[src/rtl/seq_pattern_tx.sv]
// Serial bit-pattern transmitter: latches a WIDTH-bit pattern plus repeat count and
// shifts it out MSB-first. Optional even-parity bit per repetition via SEQ_TX_PARITY_EN.
module seq_pattern_tx #(
    parameter int WIDTH = 3,
    parameter int CNT_W = 4
) (
    input  logic             clk,
    input  logic             rst,
    input  logic             load_valid,
    output logic             load_ready,
    input  logic [WIDTH-1:0] pattern,
    input  logic [CNT_W-1:0] repeat_cnt,
    output logic             dout,
    output logic             dout_valid,
    output logic             busy,
    output logic             done,
    output logic [1:0]       state_dbg
);

    // Handshake: a load transfers on a rising edge where load_valid && load_ready;
    // load_ready is high only while the FSM sits in IDLE or DONE.

    localparam int BIT_W = (WIDTH > 1) ? $clog2(WIDTH) : 1;
    localparam logic [BIT_W-1:0] LAST_BIT = BIT_W'(WIDTH - 1);

    typedef enum logic [1:0] {
        IDLE  = 2'd0,
        SHIFT = 2'd1,
`ifdef SEQ_TX_PARITY_EN
        PAR   = 2'd2,
`endif
        DONE  = 2'd3
    } state_t;

    state_t           state, state_n;
    logic [WIDTH-1:0] pat_q, pat_n;
    logic [CNT_W-1:0] rep_q, rep_n;
    logic [BIT_W-1:0] bit_q, bit_n;
    logic             dout_n, dout_valid_n, load_ready_n, busy_n, done_n;
    logic             accept;

    assign accept    = load_valid && load_ready;
    assign state_dbg = state;

    always_comb begin
        state_n = state;
        pat_n   = pat_q;
        rep_n   = rep_q;
        bit_n   = bit_q;
        case (state)
            IDLE, DONE: begin
                if (accept) begin
                    state_n = SHIFT;
                    pat_n   = pattern;
                    rep_n   = repeat_cnt;
                    bit_n   = LAST_BIT;
                end else begin
                    state_n = IDLE;
                end
            end
            SHIFT: begin
                if (bit_q != '0) begin
                    bit_n = bit_q - 1'b1;
                end else begin
`ifdef SEQ_TX_PARITY_EN
                    state_n = PAR;
`else
                    // Rep counter stops at zero, so repeat_cnt = all-ones never wraps.
                    if (rep_q != '0) begin
                        rep_n = rep_q - 1'b1;
                        bit_n = LAST_BIT;
                    end else begin
                        state_n = DONE;
                    end
`endif
                end
            end
`ifdef SEQ_TX_PARITY_EN
            PAR: begin
                if (rep_q != '0) begin
                    state_n = SHIFT;
                    rep_n   = rep_q - 1'b1;
                    bit_n   = LAST_BIT;
                end else begin
                    state_n = DONE;
                end
            end
`endif
            default: state_n = IDLE;
        endcase
    end

    // Outputs are registered from the next-state values, so they describe the
    // state the FSM is in during the following cycle.
    always_comb begin
        dout_n       = 1'b0;
        dout_valid_n = 1'b0;
        busy_n       = 1'b0;
        done_n       = 1'b0;
        load_ready_n = 1'b0;
        case (state_n)
            SHIFT: begin
                dout_n       = pat_n[bit_n];
                dout_valid_n = 1'b1;
                busy_n       = 1'b1;
            end
`ifdef SEQ_TX_PARITY_EN
            PAR: begin
                dout_n       = ^pat_n;
                dout_valid_n = 1'b1;
                busy_n       = 1'b1;
            end
`endif
            DONE: begin
                done_n       = 1'b1;
                load_ready_n = 1'b1;
            end
            default: load_ready_n = 1'b1;
        endcase
    end

    always_ff @(posedge clk or negedge rst) begin
        if (!rst) begin
            state      <= IDLE;
            pat_q      <= '0;
            rep_q      <= '0;
            bit_q      <= '0;
            dout       <= 1'b0;
            dout_valid <= 1'b0;
            load_ready <= 1'b1;
            busy       <= 1'b0;
            done       <= 1'b0;
        end else begin
            state      <= state_n;
            pat_q      <= pat_n;
            rep_q      <= rep_n;
            bit_q      <= bit_n;
            dout       <= dout_n;
            dout_valid <= dout_valid_n;
            load_ready <= load_ready_n;
            busy       <= busy_n;
            done       <= done_n;
        end
    end

endmodule

[config.mk]
export PLATFORM = sky130hd
export DESIGN_NAME = seq_pattern_tx
export DESIGN_NICKNAME = d
export VERILOG_FILES = /design/src/rtl/seq_pattern_tx.sv
export SDC_FILE = /design/constraint.sdc
export NUM_CORES = 1
export LEC_CHECK = 0
export CORE_UTILIZATION = 50
export CTS_BUF_LIST = sky130_fd_sc_hd__clkbuf_8 sky130_fd_sc_hd__clkbuf_16
export DETAILED_ROUTE_END_ITERATION = 12
export HOLD_SLACK_MARGIN = 0.12
export PLACE_DENSITY_LB_ADDON = 0.15
export REMOVE_ABC_BUFFERS = 1
export SYNTH_ARGS = -nofsm -noshare
export SYNTH_HDL_FRONTEND = slang
export SYNTH_SLANG_ARGS = --single-unit
[constraint.sdc]
create_clock -name clk -period 5.2 [get_ports clk]
set_input_delay 1.04 -clock clk [delete_from_list [all_inputs] [get_ports clk]]
set_output_delay 1.04 -clock clk [all_outputs]
set_load 0.02 [all_outputs]
; Word level (Yosys, flattened, before mapping)
; Cells that the tools add are included.
[totals]
register_bits = 15
input_bits = 10
output_inout_bits = 7
wordCells = 45
[classes]
n_addsub = 2
n_lt_le_gt_ge = 1
n_eq_ne = 7
n_mux = 20
n_reduce_logical = 7
[ops]
columns = op, n
row1 = 4-bit two-way mux, 3
row2 = 2-bit two-way mux, 5
row3 = 2-bit one-hot mux with 2 select lines, 2
row4 = 4-bit one-hot mux with 2 select lines, 1
row5 = 1-bit two-way mux, 6
row6 = 3-bit two-way mux, 2
row7 = 2-bit != test (second input constant), 3
row8 = 2-bit by 1-bit == test with 1-bit output (second input constant), 2
row9 = 2-bit == test (second input constant), 2
row10 = 4-bit AND reduction, 1
row11 = 2-bit nonzero test, 2
row12 = 4-bit nonzero test, 1
row13 = 4-bit by 1-bit subtractor with 4-bit output (second input constant), 1
row14 = 2-bit by 3-bit < comparator with 1-bit output (second input constant), 1
row15 = 1-bit binary-select mux with 2-bit select, 1
row16 = 2-bit logical NOT, 1
row17 = 2-bit OR reduction, 1
row18 = 2-bit by 1-bit subtractor with 2-bit output (second input constant), 1
row19 = 1-bit logical AND, 1

; Longest topological paths before layout
[logic_depth]
word_depth = 7
depth_mapped = 7
ltp_nobuf = 7

; Worst setup path before layout
; OpenSTA, ideal clock, no wires.
[synth_timing]
path_kind = input to register
start = input port load_valid
end = register dout
setup_time_ns = 0.118
t_arrival_ns = 1.823
required_ns = 5.082
path_slack_ns = 3.259
cell_stages = 5
path_buffers = 0
cell_sequence = nand3_1 > mux2_2 > mux2i_1 > mux2i_1 > nor2b_1
[synth_between]
elab_chain_len = 6
word_cells_on_any_way = 11
cone_classes = eq/ne: 1 / mux: 9 / reduce/logical: 1
[synth_lines]
columns = element, line
row1 = from (decl), 9  ; input logic load_valid,
row2 = 1-bit logical AND, 42  ; assign accept = load_valid && load_ready;
row3 = 3-bit two-way mux, 52  ; if (accept) begin
row4 = 3-bit two-way mux, 50  ; case (state)
row5 = via pat_n[0], 36  ; logic [WIDTH-1:0] pat_q, pat_n;
row6 = 1-bit binary-select mux with 2-bit select, 103  ; dout_n = pat_n[bit_n];
row7 = 1-bit two-way mux (implied by the code), 103
row8 = 1-bit two-way mux, 101  ; case (state_n)
row9 = via dout_n, 39  ; logic dout_n, dout_valid_n, load_ready_n, busy_n, done_n;
row10 = to (signal assigned), 138  ; dout <= dout_n;
row11 = to (decl), 13  ; output logic dout,
; The timed path passes the listed nets, and every way through them passes these cells. The select of a mux whose other input is x is not followed.
; A chain may end at the register's enable or synchronous reset.

; Worst setup path after layout
[layout_timing]
start = register load_ready
end = output port load_ready
[layout_lines]
columns = element, line
row1 = from (decl), 10  ; output logic load_ready,
row2 = from (signal assigned), 140  ; load_ready <= load_ready_n;
; No word-level cell between the ends.

==> flow_metrics.py <==
metrics = {
    "global_routing": {
        "grt_first_pass_wirelength_um": 2352,
        "antenna_found_initial": 0,
        "track_usage": 0.2286,
        "overflow": 0,
        "grt_start_max_net_pins": 16,
        "grt_pass1_vias": 551,
    },
    "clocking": {
        "cts_tree": "built",
        "cts_root_buf": "clkbuf_8",
        "clock_latency_ps": 250,
        "clock-sinks": 15,
        "cts_buffer_depth": 2,
        "clkTransAtPathRegs_ps": 60,
        "cts_made_buffers": 3,
        "post-cts-setup-buffers": 0,
        "cts_resized": 0,
        "cts_hold_buf": 0,
        "cts_htree_levels": 1,
    },
    "final_layout": {
        "num-nets-final": 106,
        "multi_input_comb_area_um2": 361.6,
        "n_fill_cell": 99,
        "diodes": 0,
        "drive_gt1_frac": 0.1319,
        "register_area_um2": 376.6,
        "syn_to_final_growth_pct": 27.58,
    },
    "detailed_routing": {
        "drt-initial-drc-count": 23,
        "viasPerCell": 5.755,
        "drtAntennaViolNets": 0,
        "wl_per_cell_um": 15.24,
        "drc_errors": 0,
        "routed_wl_um": 1615,
        "firstDrtPassIters": 4,
        "vias": 610,
    },
    "setup_path": {
        "endpoint_kind": "primary output",
        "reg2reg_setup_slack_ps": 3300,
        "path_cells": "clkdlybuf4s50_1",
        "crit_family": "buffers and inverters",
        "critPathMaxFanout": 4,
        "worstSetupPathType": "reg2out",
        "critPathRequiredTime_ps": 4160,
        "cp-start-kind": "register",
        "r2r_end": "rep_q[0]$_DFFE_PN0P_",
        "reg2reg_depth": 6,
        "cp.buffers_inverters": 1,
        "cp.arrival_ps": 1410,
        "crit-reg2reg-launch": "state_dbg[1]$_DFF_PN0_",
        "cp_slowest_stage_delay_ps": 610,
        "cpMaxStageDelayCell": "clkdlybuf4s50_1",
    },
    "sta": {
        "period_share": 0.4717,
        "layout_setup_ws_ps": 2747,
        "skew_ps": 6.214,
        "hold_viol": 0,
        "relSlewSlack": 0.5524,
        "post-route-min-period_ps": 2453,
        "worstMarginPinSlew_ps": 669.4,
        "rsz0062_at_grt": "false",
        "slew_viol_final": 0,
        "holdWs_ps": 495.7,
        "fmax_mhz": 407.7,
        "setup_violations": 0,
        "finalSetupTns_ps": 0,
    },
    "placement": {
        "dp_hpwl_um": 1199,
        "place_congestion": 0.6741,
        "port_buffers": 16,
        "place_ws_ps": 2711,
    },
    "logic_synthesis": {
        "synthTopCellsByCount": "dfrtp_1 (14), inv_1 (7), ha_1 (4), nand3_1 (4), o21ai_0 (4)",
        "ys_async_sr_fraction": 1.000,
        "synth_edf_count": 0,
        "syn-cell-area_um2": 775.7,
        "synth_cells": 73,
        "ys_types": 34,
        "yosysSeqAreaShare": 0.4855,
        "ys_ff_latch": 15,
        "ys.flop_type": "dfrtp_1",
        "yosysTopAreaCellShare": 0.4516,
        "synth_top_cell_by_area": "dfrtp_1",
        "yosysWarnings": 0,
        "yosysMostFrequentCell": "dfrtp_1",
        "netlist_top_cells_area": "dfrtp_1 (45%), ha_1 (6.5%), mux2_2 (4.4%), mux2i_1 (3.9%), dfstp_2 (3.4%)",
        "syn_area_per_cell_um2": 10.63,
    },
    "min_path": {
        "min_path_cells": 1,
        "hold_start": "pat_q[1]$_DFF_PN0_",
        "hold_class": "reg2reg",
        "hold_end": "pat_q[1]$_DFF_PN0_",
    },
    "floorplanning": {
        "die_x_um": 41.39,
        "start_util": 0.5678,
        "ios": 17,
        "dieArea_um2": 1713,
        "die_y_um": 41.39,
        "coreArea_um2": 1366,
        "placementRows": 13,
    },
    "pwr": {
        "power_density_nw_per_um2": 639.1,
        "leakagePower_nw": 0.4566,
        "peakVddDrop_mv": 0.3325,
    },
    "flow_run": {
        "cap_violations": 0,
    },
    "run_status": {
        "status": "finished clean",
    },
}
power breakdown:
| part | leakage [nW] | total (W) | internal (W) | switching, W |
|---|---|---|---|---|
| registers | 0.178 | 0.000210 | 0.000172 | 0.0000371 |
| clock network | 0.0255 | 0.0000932 | 0.0000531 | 0.0000402 |
| logic | 0.253 | 0.000330 | 0.000154 | 0.000176 |
state kept, by name, indices dropped and copies added (netlist names):
signal      cells
bit_q           2
busy            1
done            1
dout            1
load_ready      1
pat_q           3
rep_q           4
state_dbg       2
metal layers:
metal  part of all wire  GRT usage  vias to the layer above
li1                   -          -                      288
met1               0.42     0.2399                      293
met2               0.50     0.3945                       23
met3              0.052    0.06915                        6
met4              0.024     0.1452                        0
met5                  0          0                        -
worst max-delay path by stage:
stage,end,start,depth (start not counted),slack [ps]
floorplan,dout$_DFF_PN0_,load_valid,5,3260
global placement,dout$_DFF_PN0_,load_valid,6,2720
detailed placement,dout$_DFF_PN0_,load_valid,6,2710
CTS,load_ready,load_ready$_DFF_PN1_,1,2740
global route,load_ready,load_ready$_DFF_PN1_,1,2720
finish,load_ready,load_ready$_DFF_PN1_,1,2750
logic make-up (layout without fill, tap and decap cells):
| logic type | count (synthesis) | in the layout | share of synthesized area |
|---|---|---|---|
| muxes | 6 | 6 | 0.08226 |
| buffers and inverters | 9 | 27 | 0.04839 |
| and+or+nand+nor | 23 | 23 | 0.1758 |
| adders and majority gates | 4 | 4 | 0.06452 |
| DFF | 15 | 15 | 0.4855 |
| AOI/OAI and AO/OA | 16 | 16 | 0.1436 |
cell type report:
| type | count | area share |
|---|---|---|
| Clock inverter | 1 | 0.005057 |
| Clock buffer | 3 | 0.04172 |
| Inverter | 7 | 0.02655 |
| Tap cell | 15 | 0.01896 |
| Multi-Input combinational cell | 49 | 0.3654 |
| Timing Repair Buffer | 16 | 0.1618 |
| Sequential cell | 15 | 0.3805 |
through the flow:
step	total power, W	instances	area, um^2	utilization
after CTS	0.0006361	106	989.7	0.7244
final	0.0006325	106	989.7	0.7244
after global placement	0.0005192	102	943.4	0.6905
after floorplan	0.0004352	71	764.5	-
after detailed placement	0.0005386	102	943.4	0.6905
after global routing	0.0006783	106	989.7	0.7244
layout by cell type (no fill, tap or decap), types with 2 or more instances in the layout:
| master | instances |
|---|---|
| nor2_1 | 3 |
| clkbuf_8 | 3 |
| mux2_2 | 3 |
| a21oi_1 | 2 |
| o21ai_0 | 4 |
| ha_1 | 4 |
| clkdlybuf4s50_1 | 16 |
| nand3_1 | 4 |
| mux2i_1 | 3 |
| nand2_1 | 3 |
| nand2b_1 | 3 |
| inv_1 | 7 |
| dfrtp_1 | 14 |
No activity file was read; power rests on OpenSTA's default activity.
